### config.mk
export PLATFORM = sky130hd
export DESIGN_NAME = decoder_arbiter_flat
export DESIGN_NICKNAME = d
export VERILOG_FILES = /design/src/rtl/decoder_arbiter_pkg.sv /design/src/rtl/decoder_arbiter_if.sv /design/src/rtl/decoder_arbiter_decoder.sv /design/src/rtl/decoder_arbiter.sv /design/src/flat_wrapper.sv
export SDC_FILE = /design/constraint.sdc
export NUM_CORES = 1
export LEC_CHECK = 0
export CAP_MARGIN = 0
export CORE_AREA = 2 2 44 46
export CTS_BUF_LIST = sky130_fd_sc_hd__clkbuf_4 sky130_fd_sc_hd__clkbuf_8
export CTS_CLUSTER_DIAMETER = 120
export CTS_CLUSTER_SIZE = 25
export DETAILED_ROUTE_END_ITERATION = 16
export DIE_AREA = 0 0 46 48
export DONT_BUFFER_PORTS = 1
export SYNTH_ARGS = -nofsm -noshare
export SYNTH_HDL_FRONTEND = slang
export SYNTH_SLANG_ARGS = --single-unit
### constraint.sdc
create_clock -name clk -period 3.8 [get_ports clk]
set_input_delay 0.76 -clock clk [delete_from_list [all_inputs] [get_ports clk]]
set_output_delay 0.76 -clock clk [all_outputs]
set_load 0.005 [all_outputs]
### src/rtl/decoder_arbiter_pkg.sv
// rtl/decoder_arbiter_pkg.sv - shared encodings for the round-robin decoder arbiter
// Purpose: FSM state encoding and requester count used by the arbiter, its
//          interface and its decoder.
// Ports:   none (package).
package decoder_arbiter_pkg;

    localparam int NUM_REQ = 4;
    localparam int ID_W    = 2;

    typedef enum logic [1:0] {
        ST_IDLE    = 2'd0,
        ST_GRANT   = 2'd1,
        ST_RELEASE = 2'd2
    } state_e;

endpackage

### src/rtl/decoder_arbiter_if.sv
// rtl/decoder_arbiter_if.sv - request/grant bundle between requesters and the arbiter
// Purpose: groups the request vector and the grant-side outputs.
// Signals: req     - request vector, bit i held high by requester i
//          gnt     - one-hot grant, zero when no grant is active
//          gnt_id  - index of current or last granted requester
//          busy    - arbiter in GRANT or RELEASE
//          timeout - one-cycle pulse when a grant is forcibly revoked
// Modports: master (requester side), slave (arbiter side).
interface decoder_arbiter_if;
    import decoder_arbiter_pkg::*;

    logic [NUM_REQ-1:0] req;
    logic [NUM_REQ-1:0] gnt;
    logic [ID_W-1:0]    gnt_id;
    logic               busy;
    logic               timeout;

    modport master (
        output req,
        input  gnt,
        input  gnt_id,
        input  busy,
        input  timeout
    );

    modport slave (
        input  req,
        output gnt,
        output gnt_id,
        output busy,
        output timeout
    );

endinterface

### src/rtl/decoder_arbiter_decoder.sv
// rtl/decoder_arbiter_decoder.sv - 2-to-4 one-hot decoder shared by the requesters
// Purpose: maps a 2-bit index onto four one-hot select lines.
// Ports:   inp1 - index bit 0
//          inp2 - index bit 1
//          out1..out4 - one-hot outputs for index 00, 01, 10, 11
module decoder_arbiter_decoder (
    input  logic inp1,
    input  logic inp2,
    output logic out1,
    output logic out2,
    output logic out3,
    output logic out4
);

    assign out1 = ~inp2 & ~inp1;
    assign out2 = ~inp2 &  inp1;
    assign out3 =  inp2 & ~inp1;
    assign out4 =  inp2 &  inp1;

endmodule

### src/rtl/decoder_arbiter.sv
// rtl/decoder_arbiter.sv - round-robin arbiter granting one of four requesters
// Purpose: picks a requester round-robin, drives its index through the shared
//          decoder to form a one-hot grant, and holds the grant until the
//          request drops or MAX_HOLD cycles have elapsed.
// Parameters: MAX_HOLD - maximum grant length in cycles (1 .. 2^CNT_W-1)
//             CNT_W    - width of the hold counter
// Ports:   clk - clock, rising edge
//          rst - synchronous active-high reset
//          bus - decoder_arbiter_if.slave (req in; gnt, gnt_id, busy, timeout out)
module decoder_arbiter
    import decoder_arbiter_pkg::*;
#(
    parameter int MAX_HOLD = 8,
    parameter int CNT_W    = 4
) (
    input  logic                 clk,
    input  logic                 rst,
    decoder_arbiter_if.slave     bus
);

    state_e             state_q, state_d;
    logic [ID_W-1:0]    ptr_q, ptr_d;
    logic [ID_W-1:0]    gnt_id_q, gnt_id_d;
    logic [CNT_W-1:0]   hold_cnt_q, hold_cnt_d;
    logic               timeout_q, timeout_d;

    logic [NUM_REQ-1:0] dec_onehot;
    logic [ID_W-1:0]    pick;

    // First set bit of r at or above p, wrapping modulo 4. Walking offsets
    // from high to low lets the smallest offset overwrite the result last.
    function automatic logic [ID_W-1:0] rr_pick(input logic [NUM_REQ-1:0] r,
                                                input logic [ID_W-1:0]    p);
        logic [ID_W-1:0] idx;
        logic [ID_W-1:0] res;
        res = p;
        for (int k = NUM_REQ - 1; k >= 0; k--) begin
            idx = p + ID_W'(k);
            if (r[idx]) begin
                res = idx;
            end
        end
        return res;
    endfunction

    assign pick = rr_pick(bus.req, ptr_q);

    always_ff @(posedge clk) begin
        if (rst) begin
            state_q    <= ST_IDLE;
            ptr_q      <= '0;
            gnt_id_q   <= '0;
            hold_cnt_q <= '0;
            timeout_q  <= 1'b0;
        end else begin
            state_q    <= state_d;
            ptr_q      <= ptr_d;
            gnt_id_q   <= gnt_id_d;
            hold_cnt_q <= hold_cnt_d;
            timeout_q  <= timeout_d;
        end
    end

    always_comb begin
        state_d    = state_q;
        ptr_d      = ptr_q;
        gnt_id_d   = gnt_id_q;
        hold_cnt_d = hold_cnt_q;
        timeout_d  = 1'b0;

        unique case (state_q)
            ST_IDLE: begin
                if (|bus.req) begin
                    gnt_id_d   = pick;
                    hold_cnt_d = CNT_W'(1);
                    state_d    = ST_GRANT;
                end
            end
            ST_GRANT: begin
                // A dropped request is checked first so that a drop on the
                // limit cycle counts as a normal release, not a timeout.
                if (!bus.req[gnt_id_q]) begin
                    state_d = ST_RELEASE;
                    ptr_d   = gnt_id_q + ID_W'(1);
                end else if (hold_cnt_q == CNT_W'(MAX_HOLD)) begin
                    state_d   = ST_RELEASE;
                    ptr_d     = gnt_id_q + ID_W'(1);
                    timeout_d = 1'b1;
                end else begin
                    hold_cnt_d = hold_cnt_q + CNT_W'(1);
                end
            end
            ST_RELEASE: begin
                state_d = ST_IDLE;
            end
            default: begin
                state_d = ST_IDLE;
            end
        endcase
    end

    decoder_arbiter_decoder u_decoder (
        .inp1 (gnt_id_q[0]),
        .inp2 (gnt_id_q[1]),
        .out1 (dec_onehot[0]),
        .out2 (dec_onehot[1]),
        .out3 (dec_onehot[2]),
        .out4 (dec_onehot[3])
    );

    // Grant depends only on registered state, never directly on req.
    assign bus.gnt     = dec_onehot & {NUM_REQ{state_q == ST_GRANT}};
    assign bus.gnt_id  = gnt_id_q;
    assign bus.busy    = (state_q == ST_GRANT) || (state_q == ST_RELEASE);
    assign bus.timeout = timeout_q;

endmodule

### src/flat_wrapper.sv
// flat-port wrapper written by rule: the top's interface ports become plain ports
module decoder_arbiter_flat import decoder_arbiter_pkg::*;
#(
    parameter int MAX_HOLD = 8,
    parameter int CNT_W    = 4
)
  (clk, rst, bus_req, bus_gnt, bus_gnt_id, bus_busy, bus_timeout);
  decoder_arbiter_if bus_i ();
  input  logic clk;
  input  logic rst;
  input wire logic [$bits(bus_i.req)-1:0] bus_req;
  output wire logic [$bits(bus_i.gnt)-1:0] bus_gnt;
  output wire logic [$bits(bus_i.gnt_id)-1:0] bus_gnt_id;
  output wire logic [$bits(bus_i.busy)-1:0] bus_busy;
  output wire logic [$bits(bus_i.timeout)-1:0] bus_timeout;
  assign bus_i.req = bus_req;
  assign bus_gnt = bus_i.gnt;
  assign bus_gnt_id = bus_i.gnt_id;
  assign bus_busy = bus_i.busy;
  assign bus_timeout = bus_i.timeout;
  decoder_arbiter #(.MAX_HOLD(MAX_HOLD), .CNT_W(CNT_W)) u_core (.clk(clk), .rst(rst), .bus(bus_i));
endmodule
==> reports/metrics.cfg <==
[run_status]
outcome = completed

[critical_path]
cp.depth = 3
critPathMaxStageDelay_ns = 0.37
startpoint_type = flop
critPathTopFamily = adder cells
path_buf_inv = 1
critPathMaxFanout = 12
crit_required_ns = 3.04
worstSetupEndpointType = output port
worstPathArrival_ns = 1.23
slowest_stage = ha_1
worstRegToRegCells = 4
crit_chain = inv_1, ha_1, and2_1
worstSetupPathType = flop to output port

[clock_network]
cts_buffers = 3
cts_resized = 0
clk_latency_ns = 0.27
root_buffer = clkbuf_4
h-tree-depth = 1
cts.sinks = 11
cts_post_setup_buffers_inserted = 0
tritoncts = yes
cts_buffer_depth = 2
path_clk_slew_ns = 0.07
cts_hold_buf = 0

[drt]
vias_per_cell = 5.82
dr.pass1.iters = 4
drt-initial-drc-count = 14
via_count = 605
wirelength_um = 1440
ant_nets = 0
post-route-drc-count = 0
wl_per_cell_um = 13.9

[final_layout]
fin_nets = 102
regArea_um2 = 220
layout.cells.non_filler = 104
n_antenna_cell = 0
syn2layout_area_growth_pct = 3.83
multi_input_area_um2 = 464
drive_gt1_frac = 0.103
num-fill-cells = 182

[floorplan]
core_area_um2 = 1690
io_pins = 14
die_y_um = 48
fp.dieW_um = 46
start_util = 0.445
rows = 15
dieArea_um2 = 2210

[yosys]
mappedNetlistNets = 101
synth_cell_types = 37
async_flop_share = 0
synth-edff-count = 0
ys.flop_type = dfxtp_1
synth_top_cell_area_share = 0.293
yosys.cell_count.top_type = inv_1
synth-seq-cells = 11
postSynthAreaPerCell_um2 = 8.64
yosysWarnings = 0
synth_common_cells = inv_1 (12), dfxtp_1 (11), ha_1 (8)
postSynthCellCount = 87
synth_top_area_cell = dfxtp_1
synth.area.top_cells = dfxtp_1 (29%), ha_1 (13%), inv_1 (6.0%)
syn_area_um2 = 752
yosysSeqAreaShare = 0.293

[power_and_ir_drop]
clkPwrFrac = 0.270
switching_share = 0.330
p_leak_nw = 0.298
p_int_mw = 0.220
p_comb_frac = 0.308
finalPower_mw = 0.328
p_switching_mw = 0.108
pwr-share-seq = 0.422
vdd_drop_max_mv = 0.316
power.density_nw_per_um2 = 420

[run]
drv_cap = 0

[timing]
worst_pin_slew_ns = 0.716
layout_setup_ws_ns = 1.81
period_share = 0.524
fin_worst_skew_ns = 0.00502
rsz0062_at_grt = false
fmax_mhz = 502
fin_setup_tns_ns = 0
relSlewSlack = 0.516
slew_violations = 0
fin_crit_ns = 1.99
hold_viol_final = 0
setup_violations = 0

[grt]
antenna_found_initial = 0
grt_overflow = 0
grt_pass1_wl_um = 2420
grt_max_degree = 13
grt_usage = 0.160
first_global_vias = 569

[min_path]
min_path_type = flop to flop
whs_path_depth = 2

[placed_design]
port_buffers = 0
place_congestion = 0.827
placed_cells = 100
placement.setup.worst_slack_ns = 1.80
dpl.hpwl_um = 1060

metrics by stage:
stage | util | area (um2) | hold slack, ns
after CTS | 0.462 | 781 | 0.488
after floorplan | - | 752 | 0.449
final | 0.462 | 781 | 0.492
after detailed placement | 0.444 | 751 | 0.474
after global routing | 0.462 | 781 | 0.517
after global placement | 0.444 | 751 | 0.477
power groups by stage:
| stage | clock, mW | sequential, mW | combinational [mW] |
|---|---|---|---|
| after global routing | 0.0984 | 0.141 | 0.117 |
| after floorplan | 0 | 0.138 | 0.0888 |
| final | 0.0885 | 0.138 | 0.101 |
| after detailed placement | 0 | 0.141 | 0.101 |
| after global placement | 0 | 0.141 | 0.0995 |
| after CTS | 0.0926 | 0.139 | 0.102 |
logic make-up (layout without fill, tap and decap cells):
kind of cell,Yosys count,count (layout),synth area share
compound gates,25,25,0.261
flops,11,11,0.293
simple gates,25,25,0.180
mux,2,2,0.0433
buf+inv,16,16,0.0898
fa+ha+maj,8,8,0.133
worst paths after layout:
kind                                        endpoint  slack (ns)            startpoint
worst min-delay path            u_core.hold_cnt_q[0]        0.49  u_core.hold_cnt_q[0]
worst max register to register  u_core.hold_cnt_q[2]        2.05  u_core.bus.gnt_id[1]
worst max-delay path                      bus_gnt[0]        1.81     u_core.state_q[1]
worst min register to register  u_core.hold_cnt_q[0]        0.49  u_core.hold_cnt_q[0]
worst reg2reg max path, delay by kind of cell (launching register included):
family	cells	cell delay [ns]
mux	1	0.63
flops	1	0.48
simple gates	1	0.05
compound gates	2	0.55
routing by layer:
| metal | GRT usage | vias up | wire length, um | share of wire |
|---|---|---|---|---|
| met5 | 0 | - | 0 | 0 |
| met4 | 0.0514 | 0 | 15 | 0.010 |
| met3 | 0.0679 | 2 | 88 | 0.061 |
| met2 | 0.256 | 18 | 629 | 0.44 |
| met1 | 0.195 | 278 | 708 | 0.49 |
| li1 | - | 307 | - | - |
state kept, by name (all words and copies together), names as in the netlist:
name,count
u_core.hold_cnt_q,4
u_core.bus.gnt_id,2
u_core.ptr_q,2
u_core.state_q,2
u_core.bus.timeout,1
layout make-up:
| type | count | share of cell area |
|---|---|---|
| clock buffer | 4 | 0.0385 |
| tap | 17 | 0.0272 |
| multi-input combinational | 60 | 0.595 |
| sequential | 11 | 0.282 |
| inverter | 12 | 0.0577 |
cells in the final DEF, fill, tap and decap left out, types with 2 or more instances in the layout:
cell type,n
inv_1,12
dfxtp_1,11
ha_1,8
nand2_1,7
a21oi_1,6
and2_1,4
clkbuf_4,4
nor2_1,3
a221oi_1,2
a31oi_1,2
a211o_1,2
a211oi_1,2
nor3_1,2
No activity file was read; power rests on OpenSTA's default activity.
